--- config.mk ---
export PLATFORM = sky130hd
export DESIGN_NAME = audio_out_mc
export DESIGN_NICKNAME = d
export VERILOG_FILES = /design/src/rtl/audio_out_mc.sv
export SDC_FILE = /design/constraint.sdc
export NUM_CORES = 1
export LEC_CHECK = 0
export CELL_PAD_IN_SITES_DETAIL_PLACEMENT = 1
export CELL_PAD_IN_SITES_GLOBAL_PLACEMENT = 1
export CORE_MARGIN = 2
export CORE_UTILIZATION = 53
export DETAILED_ROUTE_END_ITERATION = 8
export PLACE_DENSITY = 0.95
export SYNTH_ARGS = -nofsm -noshare
export SYNTH_HDL_FRONTEND = slang
export SYNTH_SLANG_ARGS = --single-unit
--- constraint.sdc ---
create_clock -name clk_audio -period 10.34 [get_ports clk_audio]
set_input_delay 1.034 -clock clk_audio [delete_from_list [all_inputs] [get_ports clk_audio]]
set_output_delay 1.034 -clock clk_audio [all_outputs]
set_load 0.03 [all_outputs]
--- src/rtl/audio_out_mc.sv ---
// Multichannel audio output: frame FIFO feeding per-channel PCM registers that
// are rendered by first-order delta-sigma modulators, one frame per PERIOD cycles.
module audio_out_mc #(
    parameter int AUDIO_BITS       = 12,
    parameter int CHANNELS         = 2,
    parameter int FIFO_DEPTH       = 4,
    parameter int PERIOD           = 4096,
    parameter int PRIME_LEVEL      = 2,
    parameter int HOLD_ON_UNDERRUN = 0,
    parameter int SILENCE          = 0
) (
    input  logic                           clk_audio,
    input  logic                           aclr,
    input  logic                           enable,
    input  logic                           s_valid,
    input  logic [CHANNELS*AUDIO_BITS-1:0] s_data,
    output logic                           s_ready,
    output logic [CHANNELS-1:0]            dac_out,
    output logic                           frame_tick,
    output logic                           running,
    output logic [$clog2(FIFO_DEPTH):0]    fifo_level,
    input  logic                           underrun_clr,
    output logic [15:0]                    underrun_count
);

    localparam int FW = CHANNELS * AUDIO_BITS;
    localparam int PW = $clog2(FIFO_DEPTH);
    localparam int LW = PW + 1;
    localparam int CW = (PERIOD > 1) ? $clog2(PERIOD) : 1;
    localparam logic [AUDIO_BITS-1:0] SIL         = AUDIO_BITS'(SILENCE);
    localparam logic [LW-1:0]         LEVEL_FULL  = LW'(FIFO_DEPTH);
    localparam logic [LW-1:0]         LEVEL_PRIME = LW'(PRIME_LEVEL);
    localparam logic [CW-1:0]         CNT_LAST    = CW'(PERIOD - 1);

    typedef enum logic [1:0] {IDLE = 2'd0, PRIME = 2'd1, RUN = 2'd2} state_t;

    state_t                state_q, state_d;
    logic [CW-1:0]         cnt_q, cnt_d;
    logic [PW-1:0]         wr_ptr_q, wr_ptr_d, rd_ptr_q, rd_ptr_d;
    logic [LW-1:0]         level_q, level_d;
    logic [FW-1:0]         mem_q [FIFO_DEPTH];
    logic [FW-1:0]         mem_d [FIFO_DEPTH];
    logic [AUDIO_BITS-1:0] pcm_q [CHANNELS];
    logic [AUDIO_BITS-1:0] pcm_d [CHANNELS];
    logic [AUDIO_BITS-1:0] acc_q [CHANNELS];
    logic [AUDIO_BITS-1:0] acc_d [CHANNELS];
    logic [AUDIO_BITS:0]   sum   [CHANNELS];
    logic [CHANNELS-1:0]   dac_q, dac_d;
    logic                  tick_q, tick_d;
    logic [15:0]           under_q, under_d;
    logic                  boundary, push, pop;

    // State register plus all datapath flops; aclr discards everything in flight.
    always_ff @(posedge clk_audio or posedge aclr) begin
        if (aclr) begin
            state_q  <= IDLE;
            cnt_q    <= '0;
            wr_ptr_q <= '0;
            rd_ptr_q <= '0;
            level_q  <= '0;
            dac_q    <= '0;
            tick_q   <= 1'b0;
            under_q  <= '0;
            for (int i = 0; i < FIFO_DEPTH; i++) mem_q[i] <= '0;
            for (int k = 0; k < CHANNELS; k++) begin
                pcm_q[k] <= SIL;
                acc_q[k] <= '0;
            end
        end else begin
            state_q  <= state_d;
            cnt_q    <= cnt_d;
            wr_ptr_q <= wr_ptr_d;
            rd_ptr_q <= rd_ptr_d;
            level_q  <= level_d;
            dac_q    <= dac_d;
            tick_q   <= tick_d;
            under_q  <= under_d;
            for (int i = 0; i < FIFO_DEPTH; i++) mem_q[i] <= mem_d[i];
            for (int k = 0; k < CHANNELS; k++) begin
                pcm_q[k] <= pcm_d[k];
                acc_q[k] <= acc_d[k];
            end
        end
    end

    always_comb begin
        state_d = state_q;
        if (!enable) begin
            state_d = IDLE;
        end else begin
            case (state_q)
                IDLE:    state_d = PRIME;
                PRIME:   if (level_q >= LEVEL_PRIME) state_d = RUN;
                RUN:     state_d = RUN;
                default: state_d = IDLE;
            endcase
        end
    end

    always_comb begin
        running        = (state_q == RUN);
        s_ready        = (state_q != IDLE) && (level_q < LEVEL_FULL);
        frame_tick     = tick_q;
        fifo_level     = level_q;
        underrun_count = under_q;
        dac_out        = dac_q;
    end

    // The PRIME->RUN edge counts as a boundary so the first frame plays at once.
    always_comb begin
        boundary = enable && (((state_q == RUN) && (cnt_q == CNT_LAST)) ||
                              ((state_q == PRIME) && (level_q >= LEVEL_PRIME)));
        push     = enable && s_valid && s_ready;
        pop      = boundary && (level_q != '0);
        tick_d   = boundary;

        cnt_d = '0;
        if (enable && (state_q == RUN) && (cnt_q != CNT_LAST)) cnt_d = cnt_q + CW'(1);
    end

    always_comb begin
        for (int i = 0; i < FIFO_DEPTH; i++) mem_d[i] = mem_q[i];
        wr_ptr_d = wr_ptr_q;
        rd_ptr_d = rd_ptr_q;
        level_d  = level_q;
        if (!enable) begin
            wr_ptr_d = '0;
            rd_ptr_d = '0;
            level_d  = '0;
        end else begin
            if (push) begin
                mem_d[wr_ptr_q] = s_data;
                wr_ptr_d        = wr_ptr_q + PW'(1);
            end
            if (pop) rd_ptr_d = rd_ptr_q + PW'(1);
            level_d = level_q + LW'(push) - LW'(pop);
        end
    end

    always_comb begin
        for (int k = 0; k < CHANNELS; k++) begin
            pcm_d[k] = pcm_q[k];
            if (!enable) begin
                pcm_d[k] = SIL;
            end else if (pop) begin
                pcm_d[k] = mem_q[rd_ptr_q][(CHANNELS-k)*AUDIO_BITS-1 -: AUDIO_BITS];
            end else if (boundary && (HOLD_ON_UNDERRUN == 0)) begin
                pcm_d[k] = SIL;
            end
        end
    end

    // Clear wins over a same-cycle increment.
    always_comb begin
        under_d = under_q;
        if (underrun_clr) begin
            under_d = '0;
        end else if (boundary && (level_q == '0) && (under_q != 16'hFFFF)) begin
            under_d = under_q + 16'd1;
        end
    end

    always_comb begin
        dac_d = '0;
        for (int k = 0; k < CHANNELS; k++) begin
            sum[k]   = {1'b0, acc_q[k]} + {1'b0, pcm_q[k]};
            acc_d[k] = sum[k][AUDIO_BITS-1:0];
            dac_d[k] = sum[k][AUDIO_BITS];
        end
    end

endmodule
==> results of run 1 <==
[per-layer routing]
layer | global-route usage | vias up | wire [um]
li1 | - | 2597 | -
met1 | 0.383 | 3262 | 10400
met2 | 0.523 | 181 | 13100
met3 | 0.0563 | 53 | 978
met4 | 0.114 | 0 | 694
met5 | 0 | - | 0
[placed cells by master (no fill, tap or decap), types with 4 or more instances in the layout]
cell,instances
sky130_fd_sc_hd__a22o_1,24
sky130_fd_sc_hd__dfrtp_1,184
sky130_fd_sc_hd__inv_1,24
sky130_fd_sc_hd__mux4_2,24
sky130_fd_sc_hd__or3_1,9
sky130_fd_sc_hd__clkdlybuf4s50_1,52
sky130_fd_sc_hd__nor4_1,4
sky130_fd_sc_hd__mux2i_1,6
sky130_fd_sc_hd__clkinv_4,5
sky130_fd_sc_hd__ha_1,36
sky130_fd_sc_hd__mux2_2,98
sky130_fd_sc_hd__buf_4,8
sky130_fd_sc_hd__and3_1,4
sky130_fd_sc_hd__o21ai_0,15
sky130_fd_sc_hd__clkbuf_16,17
sky130_fd_sc_hd__a21o_1,8
sky130_fd_sc_hd__or4_1,4
sky130_fd_sc_hd__bufinv_16,4
sky130_fd_sc_hd__o21a_1,4
sky130_fd_sc_hd__nor2b_1,8
sky130_fd_sc_hd__xnor2_1,15
sky130_fd_sc_hd__a21oi_1,25
sky130_fd_sc_hd__nor2_1,41
sky130_fd_sc_hd__nor3_1,4
sky130_fd_sc_hd__nand2_1,29
sky130_fd_sc_hd__nand3_1,18
sky130_fd_sc_hd__nand4_1,10
sky130_fd_sc_hd__xor2_1,15
[sequential cells by signal, indices dropped and copies added (netlist names)]
signal          cells
frame_tick          1
mem_q              96
dac_out             2
fifo_level          3
underrun_count     16
pcm_q              24
cnt_q              12
state_q             2
rd_ptr_q            2
acc_q              24
wr_ptr_q            2
[critical path: stages]
cell and delay, ns:
sky130_fd_sc_hd__clkdlybuf4s50_1 0.73, sky130_fd_sc_hd__and3_1 1.13, sky130_fd_sc_hd__ha_1 0.42, sky130_fd_sc_hd__inv_1 0.07, sky130_fd_sc_hd__ha_1 0.13, sky130_fd_sc_hd__inv_1 0.05
sky130_fd_sc_hd__fa_1 0.47, sky130_fd_sc_hd__nor2_1 0.17
[metrics by stage]
step           power [mW]  setup slack [ns]  cells   util  cell area, um2
2_1_floorplan        1.20              4.31    678      -            8750
3_3_place_gp         1.27              6.32    927  0.593            9490
3_5_place_dp         1.33              6.14    927  0.593            9490
4_1_cts              2.08              6.49    959  0.634           10100
5_1_grt              2.15              6.39    959  0.634           10100
6_report             2.08              6.47    959  0.634           10100
[cell families (layout without fill, tap and decap cells)]
logic type	after synthesis	in the layout	share of synthesized area
flops	184	184	0.526
mux	128	128	0.195
compound gates	96	96	0.0779
fa+ha+maj	39	39	0.0583
buf+inv	53	118	0.0245
simple gates	148	148	0.0882
xor+xnor	30	30	0.0300
[cell type report]
class	instances	area, um2	share of cell area
clock buffer	19	453	0.0447
timing repair buffer	60	581	0.0573
sequential	184	4600	0.454
clock inverter	13	195	0.0193
multi-input combinational	441	3930	0.388
inverter	26	103	0.0101
tap	216	270	0.0267
[report_power, final]
part | switching (mW) | total (mW) | internal [mW] | leakage, nW
registers | 0.105 | 0.973 | 0.868 | 2.46
logic | 0.175 | 0.387 | 0.211 | 1.93
clock network | 0.295 | 0.715 | 0.420 | 0.306
total | 0.575 | 2.08 | 1.50 | 4.70
[worst max path at each step]
stage	cells past startpoint	start	to
4_1_cts	8	enable	fifo_level[1]$_DFF_PP0_
6_report	8	enable	fifo_level[1]$_DFF_PP0_
2_1_floorplan	1	aclr	acc_q[0]$_DFF_PP0_
3_5_place_dp	9	enable	fifo_level[2]$_DFF_PP0_
3_3_place_gp	9	enable	fifo_level[2]$_DFF_PP0_
5_1_grt	9	enable	fifo_level[2]$_DFF_PP0_
==> results.rst, run 1 <==
.. list-table::
   :header-rows: 1

   * - Metric
     - Value
   * - Result of the run
     - finished, final reports clean
   * - Arrival time at the worst endpoint
     - 4.22 ns
   * - Peak supply drop
     - about 0.14 mV
   * - Congestion Overflow GR
     - 0
   * - Antenna fix cells
     - 0
   * - 1st-pass router iterations
     - 4
   * - Via count of the first global-routing pass
     - 6845
   * - Type of the most critical hold path
     - reg -> reg
   * - Top_reg_cell synth
     - sky130_fd_sc_hd__dfrtp_1
   * - Total of warnings raised by yosys
     - 0
   * - H-tree lvl count
     - 4
   * - R2r setup slk
     - 6.67 ns
   * - Die ar.
     - 17600 um2
   * - Clock tree from TritonCTS
     - yes
   * - Clock slew at reported path FFs
     - 0.07 ns
   * - Number of buffers inserted by hold repair at cts
     - 0
   * - Detailed-route via count
     - between 6000 and 7000
   * - Setup crit end kind
     - flip-flop
   * - Initial antenna violation count
     - 0
   * - Net count of the finished layout
     - 798
   * - Startpoint of the worst register-to-register path
     - cnt_q[0]$_DFF_PP0_
   * - Fraction of final layout cells sized beyond drive strength 1
     - 0.226
   * - Endpoint of the lowest-slack register-to-register path
     - fifo_level[1]$_DFF_PP0_
   * - Class of the most critical setup path
     - in -> reg
   * - Global router's overall resource usage
     - 0.303
   * - Count of buffers from port buffering
     - 52
   * - Setup repair bufs after CTS
     - 0
   * - Insertion delay of the later-clocked pin in the worst-skew pair
     - ~0.44 ns
   * - Proportion of synthesized flip-flops having asynchronous set or reset
     - 1.00
   * - Startpoint of the lowest-slack hold path
     - acc_q[12]$_DFF_PP0_
   * - Synthesized netlist net count
     - 746
   * - Row cnt
     - 46
   * - Wire length per cell
     - approximately 26 um
   * - Vias/cell
     - 6.35
   * - Worst setup skew after layout
     - roughly 0.011 ns
   * - Number of hold violations in the final report
     - 0
   * - Synth cell types
     - 54
   * - Worst hold path endpoint
     - acc_q[12]$_DFF_PP0_
   * - Part of the cycle the worst path needs
     - 0.375
   * - Drt first-iter violations
     - 434
   * - Time the final worst path needs with I/O delays and setup
     - approximately 3.9 ns
   * - Area fraction of the dominant cell type after synthesis
     - 0.526
   * - Maximum number of pins on one net before global-route repair
     - 109
   * - Number of cells produced by synthesis
     - 678
   * - Clock Tree Buf Depth
     - 2
   * - Die outline width
     - 132 um
   * - Worst-case reg-to-reg path depth
     - 10
   * - Unrepaired setup endpoints after global routing
     - no
   * - Detailed Place HPWL
     - about 15000 um
   * - Standard cell core area
     - 16000 um2
   * - Antenna-violating nets left
     - 0
   * - Most instantiated library cell after synthesis
     - sky130_fd_sc_hd__dfrtp_1
   * - Final-layout setup total negative slack
     - 0 ns
   * - Count of clock tree sinks
     - around 180
   * - #FFs+latches synth
     - 184
   * - Max Clock Freq
     - between 200 and 300 MHz
   * - Most frequent cells after synthesis
     - sky130_fd_sc_hd__dfrtp_1 (184), sky130_fd_sc_hd__mux2_2 (98), sky130_fd_sc_hd__nor2_1 (41), sky130_fd_sc_hd__ha_1 (36), sky130_fd_sc_hd__nand2_1 (29)
   * - Number of clock buffers inserted by TritonCTS
     - 17
   * - Area growth, synth to finish
     - 15.9%
   * - Number of ports placed on the die boundary
     - 53
   * - Biggest area contributors in the synthesized netlist
     - sky130_fd_sc_hd__dfrtp_1 (53%), sky130_fd_sc_hd__mux2_2 (13%), sky130_fd_sc_hd__mux4_2 (6.2%)
   * - Slew at the pin closest to its max-slew limit
     - 1.33 ns
   * - Root Buffer
     - sky130_fd_sc_hd__clkbuf_16
   * - Worst hold slack after final layout
     - about 0.50 ns
   * - Final weighted congestion of routability-driven global placement
     - between 0.8 and 0.9
   * - Aggregate routed wire length
     - 25200 um
   * - Static Leak
     - 4.70 nW
   * - Startpoint Class
     - input port
   * - Portion of the post-synthesis area used by sequential elements
     - 0.526
   * - Post-synthesis cell area
     - 8750 um2
   * - Total setup violations reported at the end of the flow
     - 0
   * - Maximum net fanout on the critical path
     - 26
   * - Cell depth of the worst min-delay path
     - 1
   * - Synth area leader
     - sky130_fd_sc_hd__dfrtp_1
   * - Drt drc
     - 0
   * - Post-cts repair resize count
     - 0
   * - Initial core utilization
     - 0.547
   * - Headroom to the max-slew limit
     - 0.111
   * - Number of pins exceeding their max-slew limit in the final report
     - 0
   * - Number of maximum-capacitance constraint violations
     - 0
   * - Mapped Avg Cell Area
     - 12.9 um2
   * - Count of flip-flops with a built-in enable after synthesis
     - 0
   * - Die Ht
     - ~130 um
   * - First-pass GRT wire length
     - 40700 um
   * - Filler Cells Inserted
     - 1581
   * - Data required time at the worst endpoint
     - 10.69 ns
   * - Pwr Density
     - between 200 and 250 nW/um2
Power figures use the tool's default switching activity.
==> run 2, diff against run 1 <==
--- a/config.mk
+++ b/config.mk
@@ -8,9 +8,9 @@
 export CELL_PAD_IN_SITES_DETAIL_PLACEMENT = 1
 export CELL_PAD_IN_SITES_GLOBAL_PLACEMENT = 1
 export CORE_MARGIN = 2
-export CORE_UTILIZATION = 53
+export CORE_UTILIZATION = 44
 export DETAILED_ROUTE_END_ITERATION = 8
-export PLACE_DENSITY = 0.95
+export PLACE_DENSITY = 0.85
 export SYNTH_ARGS = -nofsm -noshare
 export SYNTH_HDL_FRONTEND = slang
 export SYNTH_SLANG_ARGS = --single-unit
==> constraint.sdc (replaced) <==
create_clock -name clk_audio -period 3.5 [get_ports clk_audio]
set_input_delay 0.35 -clock clk_audio [delete_from_list [all_inputs] [get_ports clk_audio]]
set_output_delay 0.35 -clock clk_audio [all_outputs]
set_load 0.03 [all_outputs]
==> results.rst, run 2 (synthesis results as in run 1) <==
.. list-table::
   :header-rows: 1

   * - Metric
     - Value
   * - Pwr Density
     - 568 nW/um2 (+180%)
   * - Number of clock buffers inserted by TritonCTS
     - 17 (unchanged)
   * - Global router's overall resource usage
     - 0.220 (-0.0835)
   * - Peak supply drop
     - 0.379 mV (+170%)
   * - Count of buffers from port buffering
     - 52 (unchanged)
   * - Wire length per cell
     - 21.9 um (-17%)
   * - Data required time at the worst endpoint
     - 3.82 ns (-6.87 ns)
   * - Aggregate routed wire length
     - 22100 um (-12%)
   * - Worst hold slack after final layout
     - 0.396 ns (-0.102 ns)
   * - Count of clock tree sinks
     - 184 (unchanged)
   * - Max FFs per register
     - 96 (unchanged)
   * - Commonest non-fill, non-tap cells in the layout
     - sky130_fd_sc_hd__dfrtp_1 (184), sky130_fd_sc_hd__mux2_2 (98), sky130_fd_sc_hd__clkdlybuf4s50_1 (52)
   * - Antenna-violating nets left
     - 0 (unchanged)
   * - Fraction of final layout cells sized beyond drive strength 1
     - 0.229 (+0.00281)
   * - Setup crit end kind
     - flip-flop
   * - Combinational fraction of design power
     - 0.191 (+0.005)
   * - Net switching fraction of the power
     - 0.276 (-0.000825)
   * - Clock slew at reported path FFs
     - 0.07 ns (about the same)
   * - Endpoint of the lowest-slack register-to-register path
     - fifo_level[2]$_DFF_PP0_
   * - Placement Setup Slack
     - 0.477 ns (-5.66 ns)
   * - Static Leak
     - 4.68 nW (-0.49%)
   * - Clock tree from TritonCTS
     - yes
   * - End point of the critical path
     - fifo_level[2]$_DFF_PP0_
   * - Row cnt
     - 51 (+11%)
   * - Root Buffer
     - sky130_fd_sc_hd__clkbuf_16
   * - Part of the cycle the worst path needs
     - 0.775
   * - Initial antenna violation count
     - 0 (unchanged)
   * - Reg with most FFs
     - mem_q
   * - Clock Tree Buf Depth
     - 2 (unchanged)
   * - Worst-case reg-to-reg path depth
     - 13 (+3)
   * - Number of ports placed on the die boundary
     - 53 (unchanged)
   * - Number of hold violations in the final report
     - 0 (unchanged)
   * - Startpoint of the worst register-to-register path
     - state_q[0]$_DFFE_PP0P_
   * - Number of maximum-capacitance constraint violations
     - 0 (unchanged)
   * - H-tree lvl count
     - 4 (unchanged)
   * - Final Worst Setup Slack
     - 0.787 ns (-5.68 ns)
   * - Inst Count DP
     - 980 (+5.7%)
   * - Slew at the pin closest to its max-slew limit
     - 1.30 ns (-0.0343 ns)
   * - Die outline width
     - 145 um (+9.5%)
   * - Maximum net fanout on the critical path
     - 7 (-73%)
   * - Drt drc
     - 0 (unchanged)
   * - Class of the most critical setup path
     - reg -> reg
   * - Startpoint Class
     - flip-flop
   * - Number of standard cells in the final layout excluding fillers
     - 1013 (+5.6%)
   * - Post-cts repair resize count
     - 0 (unchanged)
   * - Met3 layer wire length in the routed design
     - 744 um (-24%)
   * - Maximum number of pins on one net before global-route repair
     - 68 (-38%)
   * - Final weighted congestion of routability-driven global placement
     - 0.801 (-1.7%)
   * - Unrepaired setup endpoints after global routing
     - no
   * - Drt first-iter violations
     - 259 (-40%)
   * - Via count of the first global-routing pass
     - 6659 (-2.7%)
   * - Max Clock Freq
     - ~370 MHz
   * - Congestion Overflow GR
     - 0 (unchanged)
   * - Net switching power figure
     - 1.59 mW (+180%)
   * - Sequential share of power
     - 0.491 (+0.022)
   * - Detailed Place HPWL
     - 14600 um (-5.6%)
   * - 1st-pass router iterations
     - 4 (unchanged)
   * - Largest registers ranked by flip-flop count
     - mem_q (96), acc_q (24), pcm_q (24)
   * - Cell Int Power
     - 4.17 mW (+180%)
   * - Arrival time at the worst endpoint
     - 3.04 ns (-1.18 ns)
   * - Setup repair bufs after CTS
     - 0 (unchanged)
   * - Detailed-route via count
     - 5811 (-4.6%)
   * - Total setup violations reported at the end of the flow
     - 0 (unchanged)
   * - Insertion delay of the later-clocked pin in the worst-skew pair
     - 0.43 ns (about the same)
   * - Vias/cell
     - 5.74 (-9.7%)
   * - Number of buffers inserted by hold repair at cts
     - 0 (unchanged)
   * - Initial core utilization
     - 0.450 (-0.0973)
   * - Headroom to the max-slew limit
     - 0.134 (+0.0229)
   * - Worst setup skew after layout
     - 0.00998 ns (-0.000719 ns)
   * - Area growth, synth to finish
     - 16.0%
   * - Critical Path Start
     - state_q[0]$_DFFE_PP0P_
   * - R2r setup slk
     - 0.79 ns (-5.88 ns)
   * - Time the final worst path needs with I/O delays and setup
     - 2.71 ns
   * - Total power after layout
     - 5.77 mW (+180%)
   * - Portion of total power attributed to the clock network
     - 0.319 (-0.026)
   * - Net count of the finished layout
     - 802 (+0.50%)
   * - Die Ht
     - 145 um (+9.5%)
   * - Number of pins exceeding their max-slew limit in the final report
     - 0 (unchanged)
   * - Result of the run
     - finished, final reports clean
   * - Most common cell after layout, fill and taps aside
     - sky130_fd_sc_hd__dfrtp_1
   * - Die ar.
     - 21000 um2 (+20%)
   * - Post-Route M1 WL
     - 9180 um (-11%)
   * - Type of the most critical hold path
     - in -> async
   * - Final-layout setup total negative slack
     - 0 ns (unchanged)
   * - First-pass GRT wire length
     - 36100 um (-11%)
   * - Standard cell core area
     - 19500 um2 (+22%)
   * - Total length of routed met2 wires
     - 11600 um (-12%)
   * - Top layer in use
     - met4
run 2: changes by cell type in the layout (fill, tap and decap cells not counted), moves of 2 or more:
cell                         before  now
sky130_fd_sc_hd__clkbuf_8         2    0
sky130_fd_sc_hd__clkinvlp_4       3    5
sky130_fd_sc_hd__buf_4            8   11
sky130_fd_sc_hd__bufinv_16        4    1
sky130_fd_sc_hd__clkinv_2         0    3
run 2: how the worst min path moves through the flow:
stage | startpoint | end | slack, ns | depth (start not counted)
2_1_floorplan | acc_q[0]$_DFF_PP0_ | acc_q[0]$_DFF_PP0_ | 0.44 | 1
3_3_place_gp | acc_q[0]$_DFF_PP0_ | acc_q[0]$_DFF_PP0_ | 0.45 | 1
4_1_cts | aclr | cnt_q[4]$_DFF_PP0_ | 0.41 | 2
6_report | aclr | cnt_q[4]$_DFF_PP0_ | 0.40 | 2
5_1_grt | aclr | cnt_q[8]$_DFF_PP0_ | 0.43 | 2
3_5_place_dp | acc_q[12]$_DFF_PP0_ | acc_q[12]$_DFF_PP0_ | 0.46 | 1
run 2: layer usage:
metal | vias to the layer above | global-route usage
met5 | - | 0
met4 | 0 | 0.0881
met3 | 47 | 0.0472
met2 | 116 | 0.393
met1 | 3060 | 0.257
li1 | 2588 | -
run 2: worst max-delay path, stage by stage, from the launching register on:
cell and delay (ns):
sky130_fd_sc_hd__dfrtp_1 0.37, sky130_fd_sc_hd__inv_1 0.08, sky130_fd_sc_hd__ha_1 0.22, sky130_fd_sc_hd__nor2_1 0.17
sky130_fd_sc_hd__nand2_1 0.13, sky130_fd_sc_hd__nor2_1 0.40, sky130_fd_sc_hd__inv_1 0.09, sky130_fd_sc_hd__ha_1 0.30
sky130_fd_sc_hd__inv_1 0.06, sky130_fd_sc_hd__ha_1 0.14, sky130_fd_sc_hd__inv_1 0.05, sky130_fd_sc_hd__fa_1 0.38
sky130_fd_sc_hd__xnor2_1 0.15, sky130_fd_sc_hd__nor2_1 0.05
run 2: final cells by class:
| cell class | count | area (um2) |
|---|---|---|
| Fill cell | 1938 | 9310 |
| Inverter | 26 | 101 |
| Timing Repair Buffer | 64 | 623 |
| Multi-Input combinational cell | 441 | 3930 |
| Antenna cell | 1 | 2.50 |
| Clock inverter | 14 | 128 |
| Tap cell | 265 | 332 |
| Clock buffer | 18 | 429 |
| Sequential cell | 184 | 4600 |
run 2: through the flow:
step	util	area [um2]
CTS	0.521	10100
detailed placement	0.493	9590
global placement	0.493	9590
global route	0.521	10100
floorplan	-	8750
finish	0.522	10200
run 2: power by group through the flow:
| stage | combinational (mW) | sequential [mW] | clock, mW |
|---|---|---|---|
| after floorplan | 0.808 | 2.75 | 0 |
| after global routing | 1.19 | 2.87 | 1.97 |
| after CTS | 1.11 | 2.82 | 1.87 |
| after global placement | 0.983 | 2.77 | 0 |
| after detailed placement | 1.08 | 2.85 | 0 |
| final | 1.10 | 2.83 | 1.84 |
